===== src/rtl/branch_predictor.sv =====
// branch_predictor: direct-mapped BTB with 2-bit direction counters, selects next fetch PC.
// Define BP_STATS_EN to build the branch / mispredict event counters (outputs read 0 otherwise).
module branch_predictor #(
  parameter int ENTRIES = 16,
  parameter int XLEN    = 32
) (
  input  logic            clk,
  input  logic            reset,
  input  logic [XLEN-1:0] pcf_i,
  output logic            predtakenf_o,
  output logic [XLEN-1:0] pcnextf_o,
  input  logic            updatee_i,
  input  logic [XLEN-1:0] pce_i,
  input  logic            takene_i,
  input  logic [XLEN-1:0] targete_i,
  input  logic            predtakene_i,
  input  logic [XLEN-1:0] predtargete_i,
  output logic            mispredicte_o,
  output logic [31:0]     brcount_o,
  output logic [31:0]     mispcount_o
);
  localparam int IDXW = $clog2(ENTRIES);
  localparam int TW   = XLEN - IDXW - 2;
  logic [ENTRIES-1:0] valid_q;
  logic [TW-1:0]      tag_q    [ENTRIES];
  logic [XLEN-1:0]    target_q [ENTRIES];
  logic [1:0]         ctr_q    [ENTRIES];
  logic [IDXW-1:0]    f_idx, e_idx;
  logic [TW-1:0]      f_tag, e_tag;
  logic               f_hit, e_hit;
  logic [1:0]         e_ctr, ctr_d;
  assign f_idx = pcf_i[IDXW+1:2];
  assign f_tag = pcf_i[XLEN-1:IDXW+2];
  assign e_idx = pce_i[IDXW+1:2];
  assign e_tag = pce_i[XLEN-1:IDXW+2];
  assign f_hit = valid_q[f_idx] && (tag_q[f_idx] == f_tag);
  assign e_hit = valid_q[e_idx] && (tag_q[e_idx] == e_tag);
  assign e_ctr = ctr_q[e_idx];
  assign ctr_d = takene_i ? ((&e_ctr) ? e_ctr : e_ctr + 2'd1)
                          : ((|e_ctr) ? e_ctr - 2'd1 : e_ctr);
  // Array reads are pre-update, so a same-cycle write never bypasses into the lookup.
  assign predtakenf_o  = reset && f_hit && ctr_q[f_idx][1];
  assign pcnextf_o     = predtakenf_o ? target_q[f_idx] : pcf_i + XLEN'(4);
  assign mispredicte_o = reset && updatee_i &&
                         ((predtakene_i != takene_i) || (takene_i && (predtargete_i != targete_i)));
  always_ff @(posedge clk or negedge reset) begin
    if (!reset) begin
      valid_q <= '0;
      for (int i = 0; i < ENTRIES; i++) ctr_q[i] <= 2'b01;
    end else if (updatee_i) begin
      if (takene_i) begin
        tag_q[e_idx]    <= e_tag;
        target_q[e_idx] <= targete_i;
      end
      if (e_hit) begin
        ctr_q[e_idx] <= ctr_d;
      end else if (takene_i) begin
        valid_q[e_idx] <= 1'b1;
        ctr_q[e_idx]   <= 2'b10;
      end
    end
  end
`ifdef BP_STATS_EN
  logic [31:0] brcount_q, mispcount_q;
  always_ff @(posedge clk or negedge reset) begin
    if (!reset) begin
      brcount_q   <= '0;
      mispcount_q <= '0;
    end else begin
      if (updatee_i) brcount_q <= brcount_q + 32'd1;
      if (mispredicte_o) mispcount_q <= mispcount_q + 32'd1;
    end
  end
  assign brcount_o   = brcount_q;
  assign mispcount_o = mispcount_q;
`else
  assign brcount_o   = '0;
  assign mispcount_o = '0;
`endif
endmodule


===== config.mk =====
export PLATFORM = sky130hd
export DESIGN_NAME = branch_predictor
export DESIGN_NICKNAME = d
export VERILOG_FILES = /design/src/rtl/branch_predictor.sv
export SDC_FILE = /design/constraint.sdc
export NUM_CORES = 1
export LEC_CHECK = 0
export CAP_MARGIN = 20
export CORE_UTILIZATION = 30
export DETAILED_ROUTE_END_ITERATION = 6
export GPL_ROUTABILITY_DRIVEN = 1
export PLACE_DENSITY = 0.5
export SKIP_LAST_GASP = 1
export SYNTH_ARGS = -nofsm -noshare
export SYNTH_HDL_FRONTEND = slang
export SYNTH_SLANG_ARGS = --single-unit

===== constraint.sdc =====
create_clock -name clk -period 8 [get_ports clk]
set_clock_uncertainty 0.05 [all_clocks]
set_input_delay 2 -clock clk [delete_from_list [all_inputs] [get_ports clk]]
set_output_delay 2 -clock clk [all_outputs]
set_load 0.02 [all_outputs]

== Word level (Yosys, flattened, before mapping) ==
Memory sizes are Yosys's and may differ from the RTL's.
Cells that the tools add are included.

* Bits in registers: 48
* Bits in writable memories: 928
* Bits of input ports: 133
* Output and inout port bits: 98
* Logic and storage cells: 79
* Memories kept: 2

{| class="wikitable"
|+ Memory list
! memory !! depth !! bits a word !! rd ports !! clocked after memory_dff !! wr ports !! RTL line !! RTL
|-
| target_q || 16 || 32 || 1 || 0 || 1 || 26 || <nowiki>logic [XLEN-1:0] target_q [ENTRIES];</nowiki>
|-
| tag_q || 16 || 26 || 2 || 0 || 1 || 25 || <nowiki>logic [TW-1:0] tag_q [ENTRIES];</nowiki>
|}

* Add/sub/neg operators: 3
* Order comparisons: 6
* Equal/unequal tests: 4
* Mux-type cells: 24
* Bitwise logic cells: 7
* Reduce and logical (&&, ||, !) cells: 16

{| class="wikitable"
|+ Operators with widths
! kind !! count
|-
| $mux W32 || 3
|-
| $eq A26 B26 Y1 || 2
|-
| $add A32 B3 Y32 const B || 1
|-
| $bwmux W32 || 1
|-
| $ne A32 B32 Y1 || 1
|-
| $or A16 B16 Y16 || 2
|-
| $and A16 B16 Y16 || 1
|-
| $bmux W2 S4 || 2
|-
| $mux W2 || 8
|-
| $not A16 Y16 || 1
|-
| $ge A5 B5 Y1 const B || 2
|-
| $logic_and A1 B1 Y1 || 10
|-
| $lt A4 B5 Y1 const B || 2
|-
| $not A4 Y5 || 2
|-
| $bmux W1 S4 || 2
|-
| $demux W2 S4 || 1
|-
| $mux W1 || 6
|-
| $lt A5 B1 Y1 const B || 1
|-
| $demux W1 S4 || 1
|-
| $ge A4 B1 Y1 const B || 1
|-
| $reduce_and A2 Y1 || 2
|-
| $reduce_and A3 Y1 || 1
|-
| $add A2 B1 Y2 const B || 1
|-
| $reduce_bool A2 Y1 || 1
|-
| 5 further kinds || 5
|}

== Depth between registers and ports, before layout ==
Gate-level depths: netlist of the first run.

* Depth in word-level cells: 9
* Depth in mapped cells: 15
* Depth with buffers taken out: 9

== Worst setup path before layout of the first run ==
Ideal clock, no wire load.

* Path type: input -> output
* Start point: input pcf_i[2]
* End point: output pcnextf_o[0]
* Arrival time: 5,083 ps
* Required time: 5,950 ps
* Setup slack: 867 ps
* Cell stages on the path: 10
* Path buffers: 7
* Path through: buf_6 > buf_12 > buf_6 > buf_2 > buf_2 > clkbuf_1 > buf_1 > mux4_2 > mux4_2 > mux2_2

* Cells in the longest elaborated chain, start to end: 6
* Elaborated cells between the ends (all ways): 13
* Those cells by class: 1 x eq/ne; 6 x mux; 1 x bitwise; 3 x reduce/logical; 2 x memory

{| class="wikitable"
|+ RTL lines
! what !! RTL line !! RTL
|-
| start, declared || 9 || <nowiki>input logic [XLEN-1:0] pcf_i,</nowiki>
|-
| $mem_v2 Z16 W26 (tied with other cells) || -- ||
|-
| $eq A26 B26 Y1 (tied with other cells) || 36 || <nowiki>assign f_hit = valid_q[f_idx] && (tag_q[f_idx] == f_tag);</nowiki>
|-
| $logic_and A1 B1 Y1 / $mux W2 (equally long branches) || 36, 42 ||
|-
| $logic_and A1 B1 Y1 / $mux W2 (equally long branches) || 42 || <nowiki>assign predtakenf_o = reset && f_hit && ctr_q[f_idx][1];</nowiki>
|-
| $logic_and A1 B1 Y1 || 42 ||
|-
| $mux W32 * || 43 || <nowiki>assign pcnextf_o = predtakenf_o ? target_q[f_idx] : pcf_i + XLEN'(4);</nowiki>
|-
| end, declared || 11 || <nowiki>output logic [XLEN-1:0] pcnextf_o,</nowiki>
|}

Every way passes the cells marked *; elsewhere a longest branch is shown, timed or not. The select of a mux whose other input is x is not followed.

== Worst setup path in the final report of the first run ==
* Start point: input pcf_i[3]
* End point: output pcnextf_o[24]

The elaborated chain is that of the path after synthesis.

==> summary.txt, run 1 <==
Floorplan
  – Initial Utilization: 30.3%
  – Core area: 146000 sq um
  – Die W: 386 um
  – Row count: 140
  – Die Area: 149000 sq um
  – Die Y: 386 um
  – Ports: 231

STA
  – Final setup viols: 0
  – RSZ-0062 raised after global routing: false
  – Final hold slack: 0.444 ns
  – Worst rel slew slack: 29.1%
  – Highest Clock Rate: 127 MHz
  – Setup TNS: 0 ns
  – Max-slew violations: 0
  – Min cycle time layout: 7.89 ns
  – Fin crit share: 98.6%
  – Worst setup margin: 0.112 ns
  – Final count of hold timing violations: 0
  – Slew at the pin closest to its max-slew limit: 1.06 ns

Clocking
  – Hold_buf cts: 0
  – CTS tree: yes
  – Setup Fix Bufs, Post-CTS: 0
  – CTS Buf Count: 106
  – Sink Count: 976
  – H-Tree Depth: 3
  – Clk root buf: clkbuf_16
  – Clock transition at path regs: 0.06 ns
  – Later-pin clock latency in the skew report: 0.72 ns
  – Clock Tree Buf Depth: 3

Cells and area
  – Final Core Density: 35.8%
  – Final instance count without filler cells: 4641
  – Layout Nets: 2771
  – Syn-to-layout area delta: 18.1%
  – Share of cells above drive strength 1: 26.6%
  – Finished Cell Area: 52300 sq um

Worst setup path
  – Critical path arrival: 5.84 ns
  – Worst setup path endpoint: pcnextf_o[24]
  – Worst Path Required: 5.95 ns
  – Worst Setup SP: pcf_i[3]
  – Crit Reg-Reg Endpoint: ctr_q[8]$_DFFE_PN1P_
  – Critical-path maximum fanout: 20
  – Crit start category: primary input
  – R2R setup slack: 3.82 ns
  – Reg2reg start: tag_q[12][2]$_DFFE_PP_
  – Reg2reg path depth: 10
  – Critical path class: in2out
  – Worst Setup End Kind: primary output

Global route
  – Global route total overflow: 0
  – First-pass GRT wire length: 199000 um
  – Initial antenna violation count: 10
  – Largest net degree at the start of global routing: 91
  – Vias in the first global route: 25800
  – GRT Resource Usage Total: 18.9%

Detailed routing
  – WL/cell: 30.6 um
  – Via density: 5.44
  – DRT Pass-1 Iters: 5
  – Post-route antenna net violation count: 0
  – Final WL: 142000 um
  – Remaining DRCs: 0
  – Vias: 25300
  – Top Layer Used: met5
  – DRT met1 WL: 61300 um
  – Met2 WL post-DR: 68600 um
  – Iter 0 DRT Violations: 2502
  – WL met3: 8900 um

Placement
  – Placed instance count: 4445
  – IO Port Bufs: 164
  – GP Congestion: 0.875
  – Post-DP HPWL: 87300 um
  – Placed Area: 48900 sq um
  – Place WS: -0.143 ns

Pwr
  – Tot Pwr: 11.6 mW
  – VDD IR max: 0.180 mV
  – Static leakage: 17.0 nW
  – Pwr Density: 221 nW/um^2

Logic synthesis
  – Synth cell types: 75
  – Post-Syn Instances: 2371
  – Yosys warning count: 0
  – Post-synth ARST share: 4.92%
  – EDFF count, synth: 928
  – Top FF cell, synth: edfxtp_1
  – Average cell area after synthesis: 18.7 sq um
  – Sequential area share after synthesis: 65.7%
  – Netlist area before placement: 44300 sq um
  – Seq cells post-synth: 976

Min path
  – Hold crit path type: reg2reg

Outcome
  – Status: completed

Job
  – # Max-Cap Violations: 0
cell usage after synthesis, drive strengths merged, types with 8 or more instances:
master | instances | area [sq um]
inv | 21 | 78.8
nor2b | 10 | 62.6
and3 | 18 | 113
a21oi | 55 | 275
dfstp | 16 | 420
nand2 | 89 | 334
nor2 | 63 | 236
xnor2 | 57 | 499
clkbuf | 48 | 180
o21ai | 26 | 130
nand3 | 34 | 170
dfrtp | 32 | 801
a221oi | 8 | 70.1
nor4 | 18 | 134
a22o | 25 | 219
mux2i | 128 | 1280
mux4 | 344 | 7800
o211ai | 8 | 60.1
nor3 | 21 | 105
xor2 | 45 | 394
edfxtp | 928 | 27900
a22oi | 38 | 285
buf | 164 | 1100
mux2 | 43 | 593
a41o | 17 | 170
nand4 | 22 | 138
worst min-delay path by stage:
stage | from | to | cells past startpoint
after floorplan | valid_q[1]$_DFFE_PN0P_ | valid_q[1]$_DFFE_PN0P_ | 1
after global placement | valid_q[13]$_DFFE_PN0P_ | valid_q[13]$_DFFE_PN0P_ | 1
after detailed placement | valid_q[15]$_DFFE_PN0P_ | valid_q[15]$_DFFE_PN0P_ | 1
after CTS | valid_q[15]$_DFFE_PN0P_ | valid_q[15]$_DFFE_PN0P_ | 1
after global routing | valid_q[3]$_DFFE_PN0P_ | valid_q[3]$_DFFE_PN0P_ | 1
final | valid_q[12]$_DFFE_PN0P_ | valid_q[12]$_DFFE_PN0P_ | 1
critical path, stage by stage:
cell and delay [ns]:
buf_8 0.23, buf_12 0.23, buf_4 0.20, mux4_2 0.31, nor2b_1 0.16, a211oi_2 0.36
nor3_1 0.12, nor4_1 0.34, nand3_1 0.20, nor4_4 0.36, buf_12 0.23, buf_12 0.17
mux2_4 0.32, clkdlybuf4s50_1 0.56
per-layer routing:
| metal | track usage (%) | up-vias |
|---|---|---|
| met3 | 3.00 | 197 |
| met4 | 4.24 | 6 |
| li1 | - | 10300 |
| met1 | 26.1 | 13700 |
| met2 | 31.2 | 1105 |
| met5 | 0 | - |
cells by family (layout without fill, tap and decap cells):
family          count (synthesis)  after routing  synth area share, %
compound gates                235            235                 3.86
xor+xnor                      102            102                 2.02
fa+ha+maj                       3              3               0.0734
buf+inv                       233            520                 3.07
flops                         976            976                 65.7
mux                           515            515                 21.9
other cells                     1             67              0.00847
simple gates                  306            306                 3.45
sequential cells by signal, summed over array words and instances (netlist names):
name,count
target_q,512
valid_q,16
tag_q,416
ctr_q,32
repair_timing:
| item | 4_1_cts | 5_1_grt |
|---|---|---|
| gates cloned | 0 | 1 |
| endpoints found under the setup margin | 30 | 21 |
| resized for setup | 2 | 2 |
where the power goes:
part	internal, mW	switching [mW]
clock network	2.68	2.07
registers	5.67	0.0443
logic	0.463	0.640
total	8.81	2.75
cells in the final DEF (no fill, tap or decap), drive strengths merged, types with 22 or more instances in the layout:
cell type      netlist  layout
nand2               89      89
dfrtp               32      32
mux4               344     344
inv                 21      23
a22o                25      25
a22oi               38      38
buf                164     153
clkdlybuf4s50        0     153
nand4               22      22
clkbuf              48     129
edfxtp             928     928
o21ai               26      26
nor2                63      63
mux2i              128     128
nand3               34      34
mux2                43      43
a21oi               55      55
xnor2               57      57
xor2                45      45
conb                 1      64
clkinv               0      48
area by class of cell:
class                   instances  area (sq um)
diodes                          3          7.51
clock buffers                 128          2760
clock inverters                64           606
fillers                     13600         93800
inverters                      21          78.8
multi-input cells            1225         14200
flip-flops and latches        976         29100
well taps                    1917          2400
repair buffers                307          3120
Note: power is estimated with default switching activity, not from simulation.
==> run 2, diff against run 1 <==
==> constraint.sdc (replaced) <==
create_clock -name clk -period 8.6 [get_ports clk]
set_clock_uncertainty 0.05 [all_clocks]
set_input_delay 2.15 -clock clk [delete_from_list [all_inputs] [get_ports clk]]
set_output_delay 2.15 -clock clk [all_outputs]
set_load 0.02 [all_outputs]
==> run 2 against run 1 <==
- critical endpoint is now pcnextf_o[7]
- critical path depth down 2
- via count down 0.88%
- global-route usage down 0.097 points
- largest cell class unchanged
- die area unchanged
- combinational power down 9%
- register-to-register slack better by 0.81 ns
- final area down 1.0%
- hold slack worse by 0.0029 ns
==> summary.txt, run 2 (synthesis gave the netlist of run 1 again) <==
Global route
  – Largest net degree at the start of global routing: 95 (was 91)
  – First-pass GRT wire length: 197000 um (was 199000 um)
  – Initial antenna violation count: 18 (was 10)
  – Vias in the first global route: 25600 (was 25800)
  – Global route total overflow: 0 (unchanged)
  – GRT Resource Usage Total: 18.8% (was 18.9%)

STA
  – Worst rel slew slack: 15.5% (was 29.1%)
  – Highest Clock Rate: 119 MHz
  – Final count of hold timing violations: 0 (unchanged)
  – Fin crit share: 98.0%
  – Slew at the pin closest to its max-slew limit: 1.26 ns (was 1.06 ns)
  – Worst setup margin: 0.174 ns (was 0.112 ns)
  – Max-slew violations: 0 (unchanged)
  – Min cycle time layout: 8.43 ns
  – RSZ-0062 raised after global routing: false (unchanged)
  – Final setup viols: 0 (unchanged)

Worst setup path
  – Crit Reg-Reg Endpoint: ctr_q[8]$_DFFE_PN1P_ (unchanged)
  – Worst setup path endpoint: pcnextf_o[7] (was pcnextf_o[24])
  – Crit start category: primary input (unchanged)
  – Critical path class: in2out (unchanged)
  – Worst-path cell chain: buf_12 -> buf_12 -> mux4_2 -> a211oi_2 -> nor3_1 -> nor4_1 -> nand3_1 -> nor4_4 -> buf_4 -> buf_4 -> mux2_4 -> clkdlybuf4s50_1 (was buf_8 -> buf_12 -> buf_4 -> mux4_2 -> nor2b_1 -> a211oi_2 -> nor3_1 -> nor4_1 -> nand3_1 -> nor4_4 -> buf_12 -> buf_12 -> mux2_4 -> clkdlybuf4s50_1)
  – Worst Setup SP: pcf_i[2] (was pcf_i[3])
  – Critical path buffers and inverters: 5 (was 6)
  – Top cell family by delay on the critical path: buffers and inverters (unchanged)
  – Reg2reg start: tag_q[0][21]$_DFFE_PP_ (was tag_q[12][2]$_DFFE_PP_)
  – Reg2reg path depth: 10 (unchanged)
  – Worst Setup End Kind: primary output (unchanged)
  – Critical-path maximum fanout: 46 (was 20)
  – Total stage count of the critical path: 12 (was 14)
  – CP max-delay cell: clkdlybuf4s50_1 (unchanged)
  – Critical path arrival: 6.23 ns (was 5.84 ns)
  – Worst Path Required: 6.40 ns (was 5.95 ns)
  – Slowest cell delay on critical path: 0.56 ns (about the same)
  – R2R setup slack: 4.63 ns (was 3.82 ns)

Placement
  – GP Congestion: 0.883 (was 0.875)
  – IO Port Bufs: 164 (unchanged)
  – Post-DP HPWL: 87200 um (was 87300 um)
  – Placed Area: 48400 sq um (was 48900 sq um)
  – Place WS: -0.0872 ns (was -0.143 ns)

Detailed routing
  – Post-route antenna net violation count: 0 (unchanged)
  – Final WL: 141000 um (was 142000 um)
  – Iter 0 DRT Violations: 3069 (was 2502)
  – Vias: 25000 (was 25300)
  – Via density: 5.44 (about the same)
  – WL/cell: 30.6 um (about the same)
  – DRT Pass-1 Iters: 5 (unchanged)
  – Remaining DRCs: 0 (unchanged)

Floorplan
  – Die W: 386 um (unchanged)
  – Die Area: 149000 sq um (unchanged)
  – Row count: 140 (unchanged)
  – Core area: 146000 sq um (unchanged)
  – Initial Utilization: 30.3% (unchanged)
  – Ports: 231 (unchanged)
  – Die Y: 386 um (unchanged)

Outcome
  – Status: completed (unchanged)

Clocking
  – Clk root buf: clkbuf_16 (unchanged)
  – Later-pin clock latency in the skew report: 0.70 ns (was 0.72 ns)
  – H-Tree Depth: 3 (unchanged)
  – Clock Tree Buf Depth: 3 (unchanged)
  – CTS tree: yes (unchanged)
  – Clock transition at path regs: 0.05 ns (was 0.06 ns)
  – Sink Count: 976 (unchanged)
  – CTS Buf Count: 106 (unchanged)

Cells and area
  – Reg with most FFs: target_q (unchanged)
  – Most common cell after layout, fill and taps aside: edfxtp_1 (unchanged)
  – Regs by FF count: target_q: 512 flops, tag_q: 416 flops, ctr_q: 32 flops (unchanged)
  – Syn-to-layout area delta: 16.9% (was 18.1%)
  – Finished Cell Area: 51800 sq um (was 52300 sq um)
  – Layout Nets: 2731 (was 2771)
  – Largest register FFs: 512 (unchanged)
  – Share of cells above drive strength 1: 25.2% (was 26.6%)
  – Most frequent cells in the layout: edfxtp_1, mux4_2, clkdlybuf4s50_1 (unchanged)

Pwr
  – Tot Pwr: 10.6 mW (was 11.6 mW)
  – Static leakage: 16.7 nW (was 17.0 nW)
  – VDD IR max: 0.155 mV (was 0.180 mV)
  – Pwr Density: 206 nW/um^2 (was 221 nW/um^2)

Min path
  – Hold crit path type: reg2reg (unchanged)

Job
  – # Max-Cap Violations: 0 (unchanged)
## run 2: worst min-delay path by stage
stage	depth (start not counted)	startpoint	to	slack [ns]
after floorplan	1	valid_q[1]$_DFFE_PN0P_	valid_q[1]$_DFFE_PN0P_	0.40
after global placement	1	valid_q[4]$_DFFE_PN0P_	valid_q[4]$_DFFE_PN0P_	0.42
after detailed placement	1	valid_q[8]$_DFFE_PN0P_	valid_q[8]$_DFFE_PN0P_	0.43
after CTS	1	valid_q[8]$_DFFE_PN0P_	valid_q[8]$_DFFE_PN0P_	0.44
after global routing	1	valid_q[15]$_DFFE_PN0P_	valid_q[15]$_DFFE_PN0P_	0.46
final	1	valid_q[5]$_DFFE_PN0P_	valid_q[5]$_DFFE_PN0P_	0.44
## run 2: metal layers
layer	part of all wire, %	global-route usage [%]	wire, um	up-vias
met4	2.5	4.87	3520	12
li1	-	-	-	10200
met3	6.9	3.72	9760	198
met2	48	30.6	67700	1061
met1	43	25.6	59900	13600
met5	0.058	0	82	-
## run 2: power breakdown
part	switching, mW	total (mW)	internal [mW]
Sequential	0.0411	5.31	5.27
Combinational	0.593	1.00	0.407
Clock	1.88	4.33	2.45
## run 2: stage by stage
step / util [%] / std cells / hold slack, ns / TNS, ns
finish: 35.4 / 4600 / 0.442 / 0
global route: 35.4 / 4593 / 0.464 / 0
CTS: 35.4 / 4589 / 0.443 / 0
detailed placement: 33.1 / 4403 / 0.431 / -0.656
global placement: 33.1 / 4403 / 0.416 / -2.86
floorplan: - / 2434 / 0.403 / 0
## run 2: repair_timing
item / in CTS / in global routing
endpoints found under the setup margin: 30 / 30
setup buffers: 0 / 2
pin swaps: 0 / 1
hold buffers: 0 / 0
resized for setup: 1 / 1
hold endpoints to repair: 0 / 0
gates cloned: 0 / 1
## run 2: layout make-up
class	count	area [sq um]
fill	13500	94300
sequential	976	29100
multi-input combinational	1225	14200
clock buffer	128	2750
timing repair buffer	267	2660
tap	1917	2400
clock inverter	58	544
inverter	21	78.8
antenna	8	20.0
## run 2: worst reg2reg max path: cells and delay by family, from the launching register on
kind	cells	cell delay (ns)
AOI/OAI and AO/OA	4	1.27
DFF	1	0.39
muxes	2	0.78
and+or+nand+nor	3	1.00
buffers and inverters	1	0.38
